`config.mk`:
```
export PLATFORM = sky130hd
export DESIGN_NAME = if_fetch_buf
export DESIGN_NICKNAME = d
export VERILOG_FILES = /design/src/rtl/if_fetch_buf.sv
export SDC_FILE = /design/constraint.sdc
export NUM_CORES = 1
export LEC_CHECK = 0
export BUFFER_PORTS_ARGS = -buffer_cell sky130_fd_sc_hd__buf_4
export CAP_MARGIN = 20
export CORE_MARGIN = 3
export CORE_UTILIZATION = 50
export CTS_CLUSTER_DIAMETER = 200
export DETAILED_ROUTE_END_ITERATION = 6
export PLACE_DENSITY = 0.76
export SYNTH_ARGS = -nofsm -noshare
export SYNTH_HDL_FRONTEND = slang
export SYNTH_SLANG_ARGS = --single-unit
```
`constraint.sdc`:
```
create_clock -name clk_i -period 8.11 [get_ports clk_i]
set_clock_uncertainty 0.15 [all_clocks]
set_input_delay 0.4055 -clock clk_i [delete_from_list [all_inputs] [get_ports clk_i]]
set_output_delay 0.4055 -clock clk_i [all_outputs]
set_load 0.05 [all_outputs]
```
`src/rtl/if_fetch_buf.sv`:
```
// IF-stage fetch front end: next-PC select, in-order imem requests,
// PC/response pairing and a small decode-side instruction buffer.
module if_fetch_buf #(
    parameter int DATA_WIDTH = 32,
    parameter int DEPTH      = 2
) (
    input  logic                  clk_i,
    input  logic                  rst_i,
    input  logic [DATA_WIDTH-1:0] pc_i,
    output logic [DATA_WIDTH-1:0] nxt_pc_o,
    input  logic                  redirect_i,
    input  logic [DATA_WIDTH-1:0] redirect_pc_i,
    output logic                  imem_req_valid_o,
    input  logic                  imem_req_ready_i,
    output logic [DATA_WIDTH-1:0] imem_addr_o,
    input  logic                  imem_rsp_valid_i,
    input  logic [DATA_WIDTH-1:0] imem_rsp_data_i,
    output logic                  id_valid_o,
    input  logic                  id_ready_i,
    output logic [DATA_WIDTH-1:0] id_pc_o,
    output logic [DATA_WIDTH-1:0] id_instr_o
);

    localparam int PW = (DEPTH > 1) ? $clog2(DEPTH) : 1;
    localparam int CW = $clog2(DEPTH + 1);
    localparam int SW = CW + 2;

    logic [CW-1:0] out_cnt;
    logic [CW-1:0] drop_cnt;
    logic [CW-1:0] fifo_cnt;
    logic [PW-1:0] pq_wr;
    logic [PW-1:0] pq_rd;
    logic [PW-1:0] fq_wr;
    logic [PW-1:0] fq_rd;

    logic [DATA_WIDTH-1:0] pq_mem   [DEPTH];
    logic [DATA_WIDTH-1:0] fq_pc    [DEPTH];
    logic [DATA_WIDTH-1:0] fq_instr [DEPTH];

    logic [SW-1:0] used;
    logic          credit;
    logic          pop;
    logic          fire;
    logic          rsp_live;
    logic          rsp_drop;
    logic          push;

    assign pop      = id_valid_o && id_ready_i;
    assign fire     = imem_req_valid_o && imem_req_ready_i;
    assign rsp_drop = imem_rsp_valid_i && (drop_cnt != '0);
    assign rsp_live = imem_rsp_valid_i && (drop_cnt == '0) && (out_cnt != '0);
    assign push     = rsp_live && !redirect_i && !rst_i;

    // A slot freed by this cycle's decode pop is reusable now,
    // which is what sustains one fetch per cycle at DEPTH=2.
    always_comb begin
        used = SW'(out_cnt) + SW'(drop_cnt) + SW'(fifo_cnt) - SW'(pop);
    end

    assign credit           = used < SW'(DEPTH);
    assign imem_req_valid_o = credit && !redirect_i && !rst_i;
    assign imem_addr_o      = pc_i;

    always_comb begin
        nxt_pc_o = pc_i;
        if (rst_i) begin
            nxt_pc_o = '0;
        end else if (redirect_i) begin
            nxt_pc_o = {redirect_pc_i[DATA_WIDTH-1:2], 2'b00};
        end else if (fire) begin
            nxt_pc_o = pc_i + DATA_WIDTH'(4);
        end
    end

    assign id_valid_o = fifo_cnt != '0;
    assign id_pc_o    = id_valid_o ? fq_pc[fq_rd] : '0;
    assign id_instr_o = id_valid_o ? fq_instr[fq_rd] : '0;

    always_ff @(posedge clk_i) begin
        if (fire) begin
            pq_mem[pq_wr] <= pc_i;
        end
        if (push) begin
            fq_pc[fq_wr]    <= pq_mem[pq_rd];
            fq_instr[fq_wr] <= imem_rsp_data_i;
        end
    end

    always_ff @(posedge clk_i) begin
        if (rst_i) begin
            out_cnt  <= '0;
            drop_cnt <= '0;
            fifo_cnt <= '0;
            pq_wr    <= '0;
            pq_rd    <= '0;
            fq_wr    <= '0;
            fq_rd    <= '0;
        end else if (redirect_i) begin
            // everything still in flight becomes stale
            out_cnt  <= '0;
            drop_cnt <= drop_cnt + out_cnt
                      - CW'(imem_rsp_valid_i
                            && ((drop_cnt != '0) || (out_cnt != '0)));
            fifo_cnt <= '0;
            pq_wr    <= '0;
            pq_rd    <= '0;
            fq_wr    <= '0;
            fq_rd    <= '0;
        end else begin
            if (fire) begin
                pq_wr <= pq_wr + PW'(1);
            end
            if (rsp_live) begin
                pq_rd <= pq_rd + PW'(1);
                fq_wr <= fq_wr + PW'(1);
            end
            if (rsp_drop) begin
                drop_cnt <= drop_cnt - CW'(1);
            end
            if (pop) begin
                fq_rd <= fq_rd + PW'(1);
            end
            out_cnt  <= out_cnt + CW'(fire) - CW'(rsp_live);
            fifo_cnt <= fifo_cnt + CW'(rsp_live) - CW'(pop);
        end
    end

    a_rsp_orphan: assert property (@(posedge clk_i) disable iff (rst_i)
        !(imem_rsp_valid_i && out_cnt == '0 && drop_cnt == '0));

    a_fifo_ovf: assert property (@(posedge clk_i) disable iff (rst_i)
        !(rsp_live && fifo_cnt == CW'(DEPTH)));

endmodule

```
# After elaboration in Yosys (flattened, before gate mapping)
# Memory sizes are Yosys's and may differ from the RTL's. A register that Yosys moved wholly into a read port is not among the register bits.
# Index checks and enable logic that the tools add are counted.
# totals
regBits,10
ramBits,192
in_bits,102
out_inout_bits,130
word_cells,62
memories,3
# memory_table
memory,depth,width,rd,rd_ports_with_merged_regs,write_ports,line_no,source
fq_instr,2,32,1,1,1,38,logic [DATA_WIDTH-1:0] fq_instr [DEPTH];
fq_pc,2,32,1,1,1,37,logic [DATA_WIDTH-1:0] fq_pc [DEPTH];
pq_mem,2,32,1,1,1,36,logic [DATA_WIDTH-1:0] pq_mem [DEPTH];
# classes
addsub,15
magnitude_cmp,1
muxes,17
reduce_logical,19
# op_table
cell,n
$mux W32,5
$add A32 B3 Y32 const B,1
$logic_and A1 B1 Y1,10
$mux W1,10
$reduce_bool A2 Y1,4
$sub A2 B1 Y2,3
$add A1 B1 Y1 const B,4
$add A2 B1 Y2,2
$add A3 B2 Y4,1
$lt A4 B2 Y1 const B,1
$mux W2,2
$sub A4 B1 Y4,1
$add A2 B2 Y3,1
$add A2 B2 Y2,1
$logic_not A1 Y1,2
$logic_not A2 Y1,1
$reduce_or A2 Y1,1
$sub A2 B1 Y2 const B,1
$logic_or A1 B1 Y1,1

# Longest topological paths before layout
# Gate-level depths: netlist (run 1).
# depth
word_depth,10
mapped_depth,17
mapped_depth_nobuf,17

# Worst setup path before layout (run 1)
# Ideal clock, no wire load.
# synth_timing
path_type,register to output
from,reg fifo_cnt[1]
to,out nxt_pc_o[17]
arrival_ns,5.711
required_time_ns,7.555
slack_ns,1.843
path_stages_with_launch,14
path_buffers,1
path_cell_list,dfxtp_1 nor2_1 inv_1 nand2_1 xnor2_1 ha_1 a21o_1 ha_1 fa_1 nor4_1 and4_1 clkbuf_1 a311oi_1 a2111oi_0
# synth_via
elab_chain_len,10
elab_cells_between_ends,11
classes_between,2 x add/sub; 1 x order compare; 3 x mux; 5 x reduce/logical
# synth_lines
element,line_no,source
"start, declared",30,logic [CW-1:0] fifo_cnt;
"start signal, assigned",124,fifo_cnt <= fifo_cnt + CW'(rsp_live) - CW'(pop);
$reduce_bool A2 Y1,75,assign id_valid_o = fifo_cnt != '0;
net id_valid_o,18,"output logic id_valid_o,"
$logic_and A1 B1 Y1,48,assign pop = id_valid_o && id_ready_i;
$sub A4 B1 Y4,57,used = SW'(out_cnt) + SW'(drop_cnt) + SW'(fifo_cnt) - SW'(pop);
$lt A4 B2 Y1,60,assign credit = used < SW'(DEPTH);
$logic_and A1 B1 Y1 (2 in series),61,assign imem_req_valid_o = credit && !redirect_i && !rst_i;
$logic_and A1 B1 Y1,49,assign fire = imem_req_valid_o && imem_req_ready_i;
$mux W32,70,end else if (fire) begin
$mux W32,68,end else if (redirect_i) begin
$mux W32,66,if (rst_i) begin
"end, declared",10,"output logic [DATA_WIDTH-1:0] nxt_pc_o,"
# The timed path passes the listed nets, and every way through them passes these cells.

# Worst setup path after layout (run 1)
# layout_timing
from,reg out_cnt[1]
to,out nxt_pc_o[22]
# layout_via
elab_chain_len,10
# layout_lines
element,line_no,source
"start, declared",28,logic [CW-1:0] out_cnt;
"start signal, assigned",123,out_cnt <= out_cnt + CW'(fire) - CW'(rsp_live);
$add A2 B2 Y3,57,
$add A3 B2 Y4,57,
$sub A4 B1 Y4,57,
$lt A4 B2 Y1,60,
$logic_and A1 B1 Y1 (2 in series),61,
$logic_and A1 B1 Y1,49,
$mux W32,70,
$mux W32,68,
$mux W32,66,
# No other way between the ends.

==> out/metrics.yaml, run 1 <==
critical_path:
  crit_chain: "inv_1, ha_1, fa_1, inv_1, ha_1, fa_1, nor4_1, nand4_1, o41a_1, a2111oi_0, buf_4"
  cp.buffers_inverters: 3
  r2r-start: "out_cnt[1]"
  crit_path_start: "out_cnt[1]"
  slowest_delay_ns: 0.78
  worstSetupPathType: "flop to primary output"
  crit_slowest_cell: "nand4_1"
  rrSetupSlack_ns: 3.90
  required_ns: 7.55
  worstPathMaxFanout: 21
  cp-end-kind: "primary output"
  reg2reg_to: "pq_mem[1][27]"
  crit_family: "adder cells"
  setup.worst_path.start_class: "flop"
  critical_path_arrival_ns: 5.21
  r2r_cells: 9
synthesis:
  synth.avg_cell_area_um2: 13.3
  yosys_most_used_dff: "edfxtp_1"
  synth_area_um2: 9340
  synth_cells: 700
  yosys_warnings: 0
  async_flop_share_pct: 0
  yosys.cell_types.count: 53
  synth_fp_nets: 814
  yosysSeqAreaShare_pct: 64.3
  ys_seq_elements: 204
  synth_edf_count: 192
floorplanning:
  pin_count: 232
  dieArea_um2: 20400
  start_util_pct: 51.5
  die_w_um: 143
  core-area_um2: 18100
  die_h_um: 143
  fp-row-count: 49
drt:
  wl_per_cell_um: 19.3
  postRouteAntennaNets: 0
  drt_first_pass_iters: 7
  vias: 6469
  drc: 2
  wl_mm: 22.6
  drt_iter0_drc: 406
  viasPerCell: 5.54
place:
  port_buffers: 229
  dp_hpwl_mm: 14.5
  gp_congestion: 0.805
global_route:
  grt_pass1_vias: 6532
  grt_pass1_wl_mm: 34.8
  grt_max_degree: 65
  grt.overflow.total: 0
  grtUsageMet3_pct: 4.29
  grt-busiest-layer: "met2"
  met2_usage_pct: 37.7
  grt_util_all_layers_pct: 21.6
  antenna_found_initial: 0
  use_met1_pct: 28.2
timing:
  slew_headroom_pct: 32.2
  fin_tns_setup_ns: 0
  finalCriticalPeriod_ns: 5.76
  rsz0062_at_grt: "no"
  worst_pin_slew_ns: 1.02
  timing.fmax_ghz: 0.174
  finalSetupViolCount: 0
  slew_viol_final: 0
  period_share_pct: 71.1
  hold_viol: 0
clock_tree:
  insertion_delay_ns: 0.48
  cts.htree.levels: 1
  max-clock-path-buffers: 3
  cts_tree: "built"
  numCtsBuffers: 21
  clkTransAtPathRegs_ns: 0.06
  clock_sinks: 204
  postCtsSetupBuffers: 0
  root_buffer: "clkbuf_16"
pwr:
  p_per_area_nw_per_um2: 225
  vdd_drop_max_mv: 0.164
  power.leakage_nw: 4.41
  power_w: 0.00273
layout:
  syn_to_final_growth_pct: 29.8
  diodes: 0
  finalNetCount: 1039
  drive_above_1_share_pct: 33.4
worst_hold_path:
  min_from: "pc_i[23]"
  hp-class: "input pin to flop"
  hold_depth: 1
  hold-path-endpoint: "pq_mem[0][23]"
run_status:
  status: "finished with violations"
  violations: "DRC"
flow_run:
  maxCapViolCount: 0
## through the flow
| step | area (um^2) | hold slack (ns) | worst slack, ns | instances | util [%] |
|---|---|---|---|---|---|
| after floorplan | 9340 | 0.322 | 1.84 | 700 | - |
| after global placement | 11000 | 0.335 | 2.84 | 1093 | 60.8 |
| after detailed placement | 11000 | 0.350 | 2.82 | 1093 | 60.8 |
| after CTS | 12100 | 0.00406 | 2.29 | 1166 | 66.6 |
| after global routing | 12100 | 0.00883 | 1.95 | 1168 | 66.8 |
| final | 12100 | 0.0220 | 2.35 | 1168 | 66.8 |
## sequential cells by signal, summed over array words and instances, names as in the netlist, named ones only
name      flops
fq_rd         1
out_cnt       2
drop_cnt      2
pq_mem       64
fifo_cnt      2
pq_rd         1
fq_wr         1
fq_instr     64
fq_pc        64
pq_wr         1
## worst reg2reg max path: stages (launching register included)
cell     delay, ns
dfxtp_1       0.36
inv_1         0.08
ha_1          0.34
fa_1          0.52
inv_1         0.05
ha_1          0.19
fa_1          0.45
or4_4         0.57
nor3_4        0.30
and2_2        0.82
## cell usage in the layout (no fill, tap or decap), drive strengths merged, types with 10 or more instances in the layout
| cell | netlist | layout |
|---|---|---|
| edfxtp | 192 | 192 |
| nor2 | 103 | 103 |
| dlygate4sd3 | 0 | 37 |
| clkbuf | 33 | 26 |
| mux2i | 64 | 64 |
| xnor2 | 13 | 13 |
| dfxtp | 12 | 12 |
| nand2 | 29 | 29 |
| nand4 | 17 | 17 |
| inv | 18 | 18 |
| mux2 | 32 | 32 |
| nor4 | 12 | 12 |
| nand3 | 11 | 11 |
| ha | 10 | 10 |
| buf | 38 | 236 |
## synth_stat cells (all sizes together) (3+ instances only)
master | instances | share of area (%)
a2111oi | 6 | 0.56
a211oi | 5 | 0.40
a21oi | 5 | 0.27
a311oi | 9 | 0.84
a31oi | 5 | 0.33
and2 | 6 | 0.40
and3 | 5 | 0.33
and4 | 7 | 0.66
buf | 38 | 2.9
clkbuf | 33 | 1.3
dfxtp | 12 | 2.6
edfxtp | 192 | 62
ha | 10 | 1.3
inv | 18 | 0.72
mux2 | 32 | 3.9
mux2i | 64 | 6.9
nand2 | 29 | 1.2
nand3 | 11 | 0.59
nand4 | 17 | 1.1
nor2 | 103 | 4.1
nor2b | 5 | 0.33
nor3 | 7 | 0.50
nor4 | 12 | 0.80
o211ai | 7 | 0.56
o21ai | 4 | 0.21
o221ai | 3 | 0.28
o31a | 5 | 0.47
or3 | 5 | 0.33
or4 | 5 | 0.44
xnor2 | 13 | 1.2
xor2 | 5 | 0.47
## kinds of logic after synthesis
group,synth area share [%]
buf+inv,4.96
flops,64.3
simple gates,11.4
xor+xnor,1.69
compound gates,5.22
mux,10.7
fa+ha+maj,1.77
## cell type report
class | instances | area, um^2
fillers | 1328 | 6020
flip-flops and latches | 204 | 6010
multi-input cells | 407 | 2900
repair buffers | 273 | 2160
clock buffers | 26 | 564
well taps | 229 | 287
clock inverters | 11 | 138
inverters | 18 | 67.6
## power breakdown
group | switching, W | internal [W] | total, W
sequential | 0.0000172 | 0.00122 | 0.00124
combinational | 0.000328 | 0.000196 | 0.000524
clock | 0.000376 | 0.000590 | 0.000967
total | 0.000722 | 0.00201 | 0.00273
## metal layers
metal / part of all wire [%] / wire length [um] / vias to the layer above
li1: - / - / 3057
met1: 42 / 9440 / 3121
met4: 1.3 / 297 / 0
met2: 50 / 11200 / 266
met3: 7.4 / 1660 / 25
met5: 0 / 0 / -
## repair_timing
item / in CTS / in global routing
endpoints found under the hold margin: 71 / 1
resized for setup: 0 / 0
setup endpoints to repair: 0 / 0
hold buffers: 36 / 1
## worst max-delay path by stage
stage | to | slack (ns) | cells after the start
CTS | nxt_pc_o[22] | 2.29 | 11
floorplan | nxt_pc_o[17] | 1.84 | 13
detailed placement | nxt_pc_o[22] | 2.82 | 11
finish | nxt_pc_o[22] | 2.35 | 11
global placement | nxt_pc_o[22] | 2.84 | 11
global route | nxt_pc_o[22] | 1.95 | 11
(Power assumes the default switching activity.)
==> run 2: changes to the inputs <==
--- a/config.mk
+++ b/config.mk
@@ -8,7 +8,7 @@
 export BUFFER_PORTS_ARGS = -buffer_cell sky130_fd_sc_hd__buf_4
 export CAP_MARGIN = 20
 export CORE_MARGIN = 3
-export CORE_UTILIZATION = 50
+export CORE_UTILIZATION = 48
 export CTS_CLUSTER_DIAMETER = 200
 export DETAILED_ROUTE_END_ITERATION = 6
 export PLACE_DENSITY = 0.76
==> constraint.sdc (replaced) <==
create_clock -name clk_i -period 4.6 [get_ports clk_i]
set_clock_uncertainty 0.15 [all_clocks]
set_input_delay 0.23 -clock clk_i [delete_from_list [all_inputs] [get_ports clk_i]]
set_output_delay 0.23 -clock clk_i [all_outputs]
set_load 0.05 [all_outputs]
==> run 2 against run 1 <==
The flow now finishes without violations. Setup slack lost 2.3 ns. Via count grew 3.9%. Count of clock-buffer cells in the layout grew 4. Total power grew 72%. Non-clock buffer count grew 39. Final area grew 4.3%. Sequential share of layout area shrank 2.0 points. Cell count grew 6.0%. Largest power group unchanged. Highest routed layer unchanged.
==> out/metrics.yaml, run 2 (synthesis gave the netlist of run 1 again) <==
floorplanning:
  fp-row-count: 50  # was 49
  start_util_pct: 49.4  # was 51.5%
  pin_count: 232  # unchanged
  core-area_um2: 18900  # was 18100 um^2
  die_w_um: 146  # was 143 um
  die_h_um: 146  # was 143 um
  dieArea_um2: 21200  # was 20400 um^2
global_route:
  grt_pass1_wl_mm: 36.7  # was 34.8 mm
  grt_util_all_layers_pct: 21.4  # was 21.6%
  grt.overflow.total: 0  # unchanged
  grt_pass1_vias: 6822  # was 6532
  antenna_found_initial: 0  # unchanged
  grt_max_degree: 65  # unchanged
critical_path:
  crit_chain: "nor2_4, inv_2, nand2_4, nor2_2, fa_1, inv_1, ha_2, fa_1, or4_4, nor3_4, inv_4, or4_4, a311oi_4, buf_6"  # was inv_1, ha_1, fa_1, inv_1, ha_1, fa_1, nor4_1, nand4_1, o41a_1, a2111oi_0, buf_4
  r2r-start: "fifo_cnt[0]"  # was out_cnt[1]
  r2r_cells: 18  # was 9
  setup.worst_path.start_class: "flop"  # unchanged
  critical_path_arrival_ns: 4.18  # was 5.21 ns
  required_ns: 4.22  # was 7.55 ns
  crit_slowest_cell: "or4_4"  # was nand4_1
  slowest_delay_ns: 0.57  # was 0.78 ns
  cp-end-kind: "primary output"  # unchanged
  rrSetupSlack_ns: 0.59  # was 3.90 ns
  reg2reg_to: "out_cnt[1]"  # was pq_mem[1][27]
  worstPathMaxFanout: 5  # was 21
  worstSetupPathType: "flop to primary output"  # unchanged
layout:
  diodes: 0  # unchanged
  drive_above_1_share_pct: 35.6  # was 33.4%
  finalInstanceArea_um2: 12700  # was 12100 um^2
  syn_to_final_growth_pct: 35.4  # was 29.8%
  nFillCells: 1360  # was 1328
  top_regs: "fq_instr: 64 flops, fq_pc: 64 flops, pq_mem: 64 flops"  # unchanged
  final_common_cell: "buf_4"  # unchanged
  finalNetCount: 1078  # was 1039
  final-seq-area_um2: 6020  # was 6010 um^2
  layout_common_cells: "buf_4 (243), edfxtp_1 (192), nor2_1 (100), dlygate4sd3_1 (65), mux2i_1 (64)"  # was buf_4 (235), edfxtp_1 (192), nor2_1 (101), mux2i_1 (64), dlygate4sd3_1 (37)
  multi_input_area_um2: 3100  # was 2900 um^2
clock_tree:
  cts.htree.levels: 1  # unchanged
  root_buffer: "clkbuf_16"  # unchanged
  numCtsBuffers: 21  # unchanged
  cts_tree: "built"  # unchanged
  clkTransAtPathRegs_ns: 0.06  # about the same
  clock_sinks: 204  # unchanged
  max-clock-path-buffers: 3  # unchanged
  insertion_delay_ns: 0.47  # was 0.48 ns
pwr:
  p_per_area_nw_per_um2: 370  # was 225 nW/um^2
  vdd_drop_max_mv: 0.178  # was 0.164 mV
  power.leakage_nw: 4.57  # was 4.41 nW
place:
  place_area_um2: 11300  # was 11000 um^2
  gp_congestion: 0.823  # was 0.805
  dp_worst_setup_slack_ns: 0.232  # was 2.82 ns
  dp_hpwl_mm: 14.6  # was 14.5 mm
  port_buffers: 229  # unchanged
run_status:
  status: "complete, no violations"  # was finished with violations
timing:
  slew_viol_final: 0  # unchanged
  period_share_pct: 99.1
  hold_viol: 0  # unchanged
  slew_headroom_pct: 35.5  # was 32.2%
  timing.fmax_ghz: 0.219
  finalSetupViolCount: 0  # unchanged
  timing.final.ws_setup_ns: 0.0436  # was 2.35 ns
  worst_pin_slew_ns: 0.966  # was 1.02 ns
  rsz0062_at_grt: "yes"  # was no
  finalCriticalPeriod_ns: 4.56
drt:
  vias: 6719  # was 6469
  drt_first_pass_iters: 4  # was 7
  wl_per_cell_um: 18.9  # was 19.3 um
  wl_mm: 23.4  # was 22.6 mm
  drc: 0  # was 2
  drt_iter0_drc: 393  # was 406
  viasPerCell: 5.43  # was 5.54
  postRouteAntennaNets: 0  # unchanged
worst_hold_path:
  hold_depth: 3  # was 1
  min_from: "redirect_i"  # was pc_i[23]
  hold-path-endpoint: "drop_cnt[1]"  # was pq_mem[0][23]
  hp-class: "input pin to flop"  # unchanged
flow_run:
  maxCapViolCount: 0  # unchanged
[run 2: layout make-up]
| class | instances | share of cell area (%) |
|---|---|---|
| clock inverter | 7 | 0.297 |
| sequential | 204 | 47.6 |
| multi-input combinational | 407 | 24.5 |
| clock buffer | 30 | 4.50 |
| inverter | 18 | 0.554 |
| timing repair buffer | 312 | 20.0 |
| tap | 260 | 2.57 |
[run 2: per-layer routing]
layer / track usage [%] / routed length, um / up-vias
met4: 6.08 / 440 / 0
met1: 26.9 / 9630 / 3249
li1: - / - / 3136
met2: 37.3 / 11600 / 294
met3: 4.67 / 1770 / 40
met5: 0 / 0 / -
[run 2: metrics by stage]
step           setup TNS, ns  util, %  hold slack [ns]  total power [W]  instances
3_3_place_gp               0     59.8            0.265          0.00312       1130
6_report                   0     67.0           0.0709          0.00469       1238
3_5_place_dp               0     59.8            0.267          0.00314       1130
4_1_cts                    0     66.7           0.0525          0.00471       1234
5_1_grt               -0.256     67.0           0.0934          0.00488       1238
2_1_floorplan         -0.681        -            0.179          0.00285        700
[run 2: worst max-delay path: cells and delay by family, from the launching register on]
kind	cells	cell delay (ns)
AOI/OAI and AO/OA	1	0.29
and+or+nand+nor	6	1.53
adders and majority gates	3	1.13
DFF	1	0.36
buffers and inverters	4	0.39
[run 2: what timing repair did]
action	in CTS	in global routing
endpoints found under the setup margin	14	16
setup buffers	2	4
gates resized for setup	10	11
pin swaps	4	12
hold buffers	65	0
hold endpoints to repair	131	0
[run 2: report_power, final]
part | switching [W] | total (W) | internal (W)
sequential | 0.0000320 | 0.00219 | 0.00215
combinational | 0.000613 | 0.000998 | 0.000386
clock | 0.000641 | 0.00150 | 0.000861
total | 0.00129 | 0.00469 | 0.00340
[run 2: how the worst max path moves through the flow]
stage                     start            to  cells past startpoint
finish              fifo_cnt[0]  nxt_pc_o[11]                     14
global route        fifo_cnt[0]  nxt_pc_o[11]                     14
CTS                  out_cnt[1]   nxt_pc_o[9]                     12
detailed placement   out_cnt[1]   nxt_pc_o[9]                     12
global placement     out_cnt[1]   nxt_pc_o[9]                     12
floorplan           fifo_cnt[1]  nxt_pc_o[17]                     13
==> run 3: changes to the inputs <==
--- a/config.mk
+++ b/config.mk
@@ -7,8 +7,10 @@
 export LEC_CHECK = 0
 export BUFFER_PORTS_ARGS = -buffer_cell sky130_fd_sc_hd__buf_4
 export CAP_MARGIN = 20
+export CELL_PAD_IN_SITES_DETAIL_PLACEMENT = 1
+export CELL_PAD_IN_SITES_GLOBAL_PLACEMENT = 2
 export CORE_MARGIN = 3
-export CORE_UTILIZATION = 48
+export CORE_UTILIZATION = 32
 export CTS_CLUSTER_DIAMETER = 200
 export DETAILED_ROUTE_END_ITERATION = 6
 export PLACE_DENSITY = 0.76
==> run 3 against run 2 <==
Combinational power is essentially flat. Sequential power is essentially flat. Global-route usage shrank 4.6 points. Critical path depth is the same. Sequential cell count is the same. Setup slack gained 0.11 ns. Largest cell class unchanged. Sequential share of layout area shrank 1.2 points. Die area grew 48%. Total power grew 6.7%. Core utilization shrank 21 points. Worst hold slack gained 0.0032 ns.
==> out/metrics.yaml, run 3 (synthesis gave the netlist of run 1 again) <==
drt:
  wl_per_cell_um: 19.7  # was 18.9 um
  vias: 6694  # was 6719
  drt_first_pass_iters: 4  # unchanged
  drt_iter0_drc: 386  # was 393
  postRouteAntennaNets: 0  # unchanged
  viasPerCell: 4.91  # was 5.43
  wl_mm: 26.9  # was 23.4 mm
  drc: 0  # unchanged
timing:
  timing.final.ws_setup_ns: 0.152  # was 0.0436 ns
  worst_pin_slew_ns: 1.06  # was 0.966 ns
  slew_headroom_pct: 29.6  # was 35.5%
  timing.fmax_ghz: 0.225  # was 0.219 GHz
  finalCriticalPeriod_ns: 4.45  # was 4.56 ns
  finalSetupViolCount: 0  # unchanged
  hold_viol: 0  # unchanged
  fin_tns_setup_ns: 0  # unchanged
  slew_viol_final: 0  # unchanged
  period_share_pct: 96.7  # was 99.1%
  holdWs_ns: 0.0740  # was 0.0709 ns
clock_tree:
  cts_tree: "built"  # unchanged
  insertion_delay_ns: 0.50  # was 0.47 ns
  clkTransAtPathRegs_ns: 0.06  # about the same
  cts.htree.levels: 1  # unchanged
  max-clock-path-buffers: 3  # unchanged
  root_buffer: "clkbuf_16"  # unchanged
  numCtsBuffers: 23  # was 21
  clock_sinks: 204  # unchanged
place:
  dp_hpwl_mm: 17.2  # was 14.6 mm
  port_buffers: 229  # unchanged
  dp_worst_setup_slack_ns: 0.298  # was 0.232 ns
  gp_congestion: 0.735  # was 0.823
  dp.cells: 1251  # was 1130
critical_path:
  setup.worst_path.start_class: "flop"  # unchanged
  worstSetupPathType: "flop to primary output"  # unchanged
  worstPathMaxFanout: 4  # was 5
  cp-end-kind: "primary output"  # unchanged
  reg2reg_to: "out_cnt[1]"  # unchanged
  r2r_cells: 18  # unchanged
  rrSetupSlack_ns: 0.60  # was 0.59 ns
  required_ns: 4.22  # about the same
  critical_path_arrival_ns: 4.07  # was 4.18 ns
  r2r-start: "fifo_cnt[0]"  # unchanged
worst_hold_path:
  min_from: "redirect_i"  # unchanged
  hold_depth: 3  # unchanged
  hp-class: "input pin to flop"  # unchanged
  hold-path-endpoint: "drop_cnt[0]"  # was drop_cnt[1]
pwr:
  vdd_drop_max_mv: 0.195  # was 0.178 mV
  power.leakage_nw: 4.65  # was 4.57 nW
  p_per_area_nw_per_um2: 386  # was 370 nW/um^2
floorplanning:
  start_util_pct: 33.1  # was 49.4%
  die_w_um: 177  # was 146 um
  dieArea_um2: 31300  # was 21200 um^2
  pin_count: 232  # unchanged
  core-area_um2: 28200  # was 18900 um^2
  die_h_um: 177  # was 146 um
  fp-row-count: 61  # was 50
global_route:
  grt.overflow.total: 0  # unchanged
  grt_pass1_vias: 7210  # was 6822
  grt_pass1_wl_mm: 41.0  # was 36.7 mm
  grt_max_degree: 65  # unchanged
  grt_util_all_layers_pct: 16.7  # was 21.4%
  antenna_found_initial: 0  # unchanged
layout:
  drive_above_1_share_pct: 36.1  # was 35.6%
  finalNetCount: 1083  # was 1078
  diodes: 0  # unchanged
  stdcell_count: 1363  # was 1238
  syn_to_final_growth_pct: 38.8  # was 35.4%
  final_common_cell: "buf_4"  # unchanged
  top_regs: "fq_instr: 64 flops, fq_pc: 64 flops, pq_mem: 64 flops"  # unchanged
  layout_common_cells: "buf_4 (244), edfxtp_1 (192), nor2_1 (100), dlygate4sd3_1 (65), mux2i_1 (64)"  # was buf_4 (243), edfxtp_1 (192), nor2_1 (100), dlygate4sd3_1 (65), mux2i_1 (64)
run_status:
  status: "complete, no violations"  # unchanged
flow_run:
  maxCapViolCount: 0  # unchanged
==> run 3: changes by cell type in the layout (fill, tap and decap cells not counted), moves of 2 or more <==
cell / previous run / this run
clkbuf_16: 21 / 23
bufinv_16: 0 / 3
clkinvlp_4: 0 / 2
buf_6: 3 / 6
clkbuf_1: 8 / 3
clkinv_1: 1 / 5
==> run 3: worst max-delay path by stage <==
| stage | from | to | cells after the start |
|---|---|---|---|
| finish | fifo_cnt[0] | nxt_pc_o[9] | 14 |
| detailed placement | out_cnt[1] | nxt_pc_o[9] | 12 |
| floorplan | fifo_cnt[1] | nxt_pc_o[17] | 13 |
| CTS | fifo_cnt[1] | nxt_pc_o[9] | 14 |
| global placement | out_cnt[1] | nxt_pc_o[22] | 13 |
| global route | fifo_cnt[0] | nxt_pc_o[16] | 16 |
==> run 3: area by class of cell <==
type	count	area [um^2]
fillers	2918	15300
multi-input cells	407	3120
repair buffers	315	2550
inverters	18	67.6
clock buffers	26	587
flip-flops and latches	204	6020
well taps	378	473
clock inverters	15	153
==> run 3: critical path, stage by stage, from the launching register on <==
cell	delay [ns]
dfxtp_4	0.36
nor2_4	0.11
inv_2	0.06
nand2_4	0.08
nor2_2	0.04
fa_1	0.47
inv_1	0.04
ha_2	0.17
fa_1	0.49
or4_4	0.58
nor3_4	0.16
inv_2	0.09
or4_4	0.50
a311oi_4	0.23
buf_6	0.20
==> run 3: power breakdown <==
group / internal, W / total (W) / switching, W / leakage (nW)
clock: 0.00108 / 0.00179 / 0.000711 / 0.358
sequential: 0.00215 / 0.00219 / 0.0000329 / 1.83
combinational: 0.000389 / 0.00102 / 0.000630 / 2.46
==> run 3: per-layer routing <==
metal | track usage [%] | up-vias | part of all wire [%]
met5 | 0 | - | 0
met4 | 3.21 | 0 | 1.3
met3 | 3.65 | 26 | 5.7
met2 | 29.4 | 189 | 50
met1 | 21.4 | 3338 | 43
li1 | - | 3141 | -
==> run 3: metrics by stage <==
step                total power (W)  area (um^2)  utilization [%]
global placement            0.00316        11400             40.5
detailed placement          0.00318        11400             40.5
global route                0.00522        13000             45.9
finish                      0.00500        13000             45.9
floorplan                   0.00285         9510                -
CTS                         0.00505        12900             45.7
==> run 3: timing repair <==
action                                 4_1_cts  5_1_grt
hold buffers                                65        0
buffers inserted                             2        4
cloned                                       0        0
endpoints found under the hold margin      129        0
setup endpoints to repair                   14       19
resized for setup                            9       13
pin swaps                                    1       11
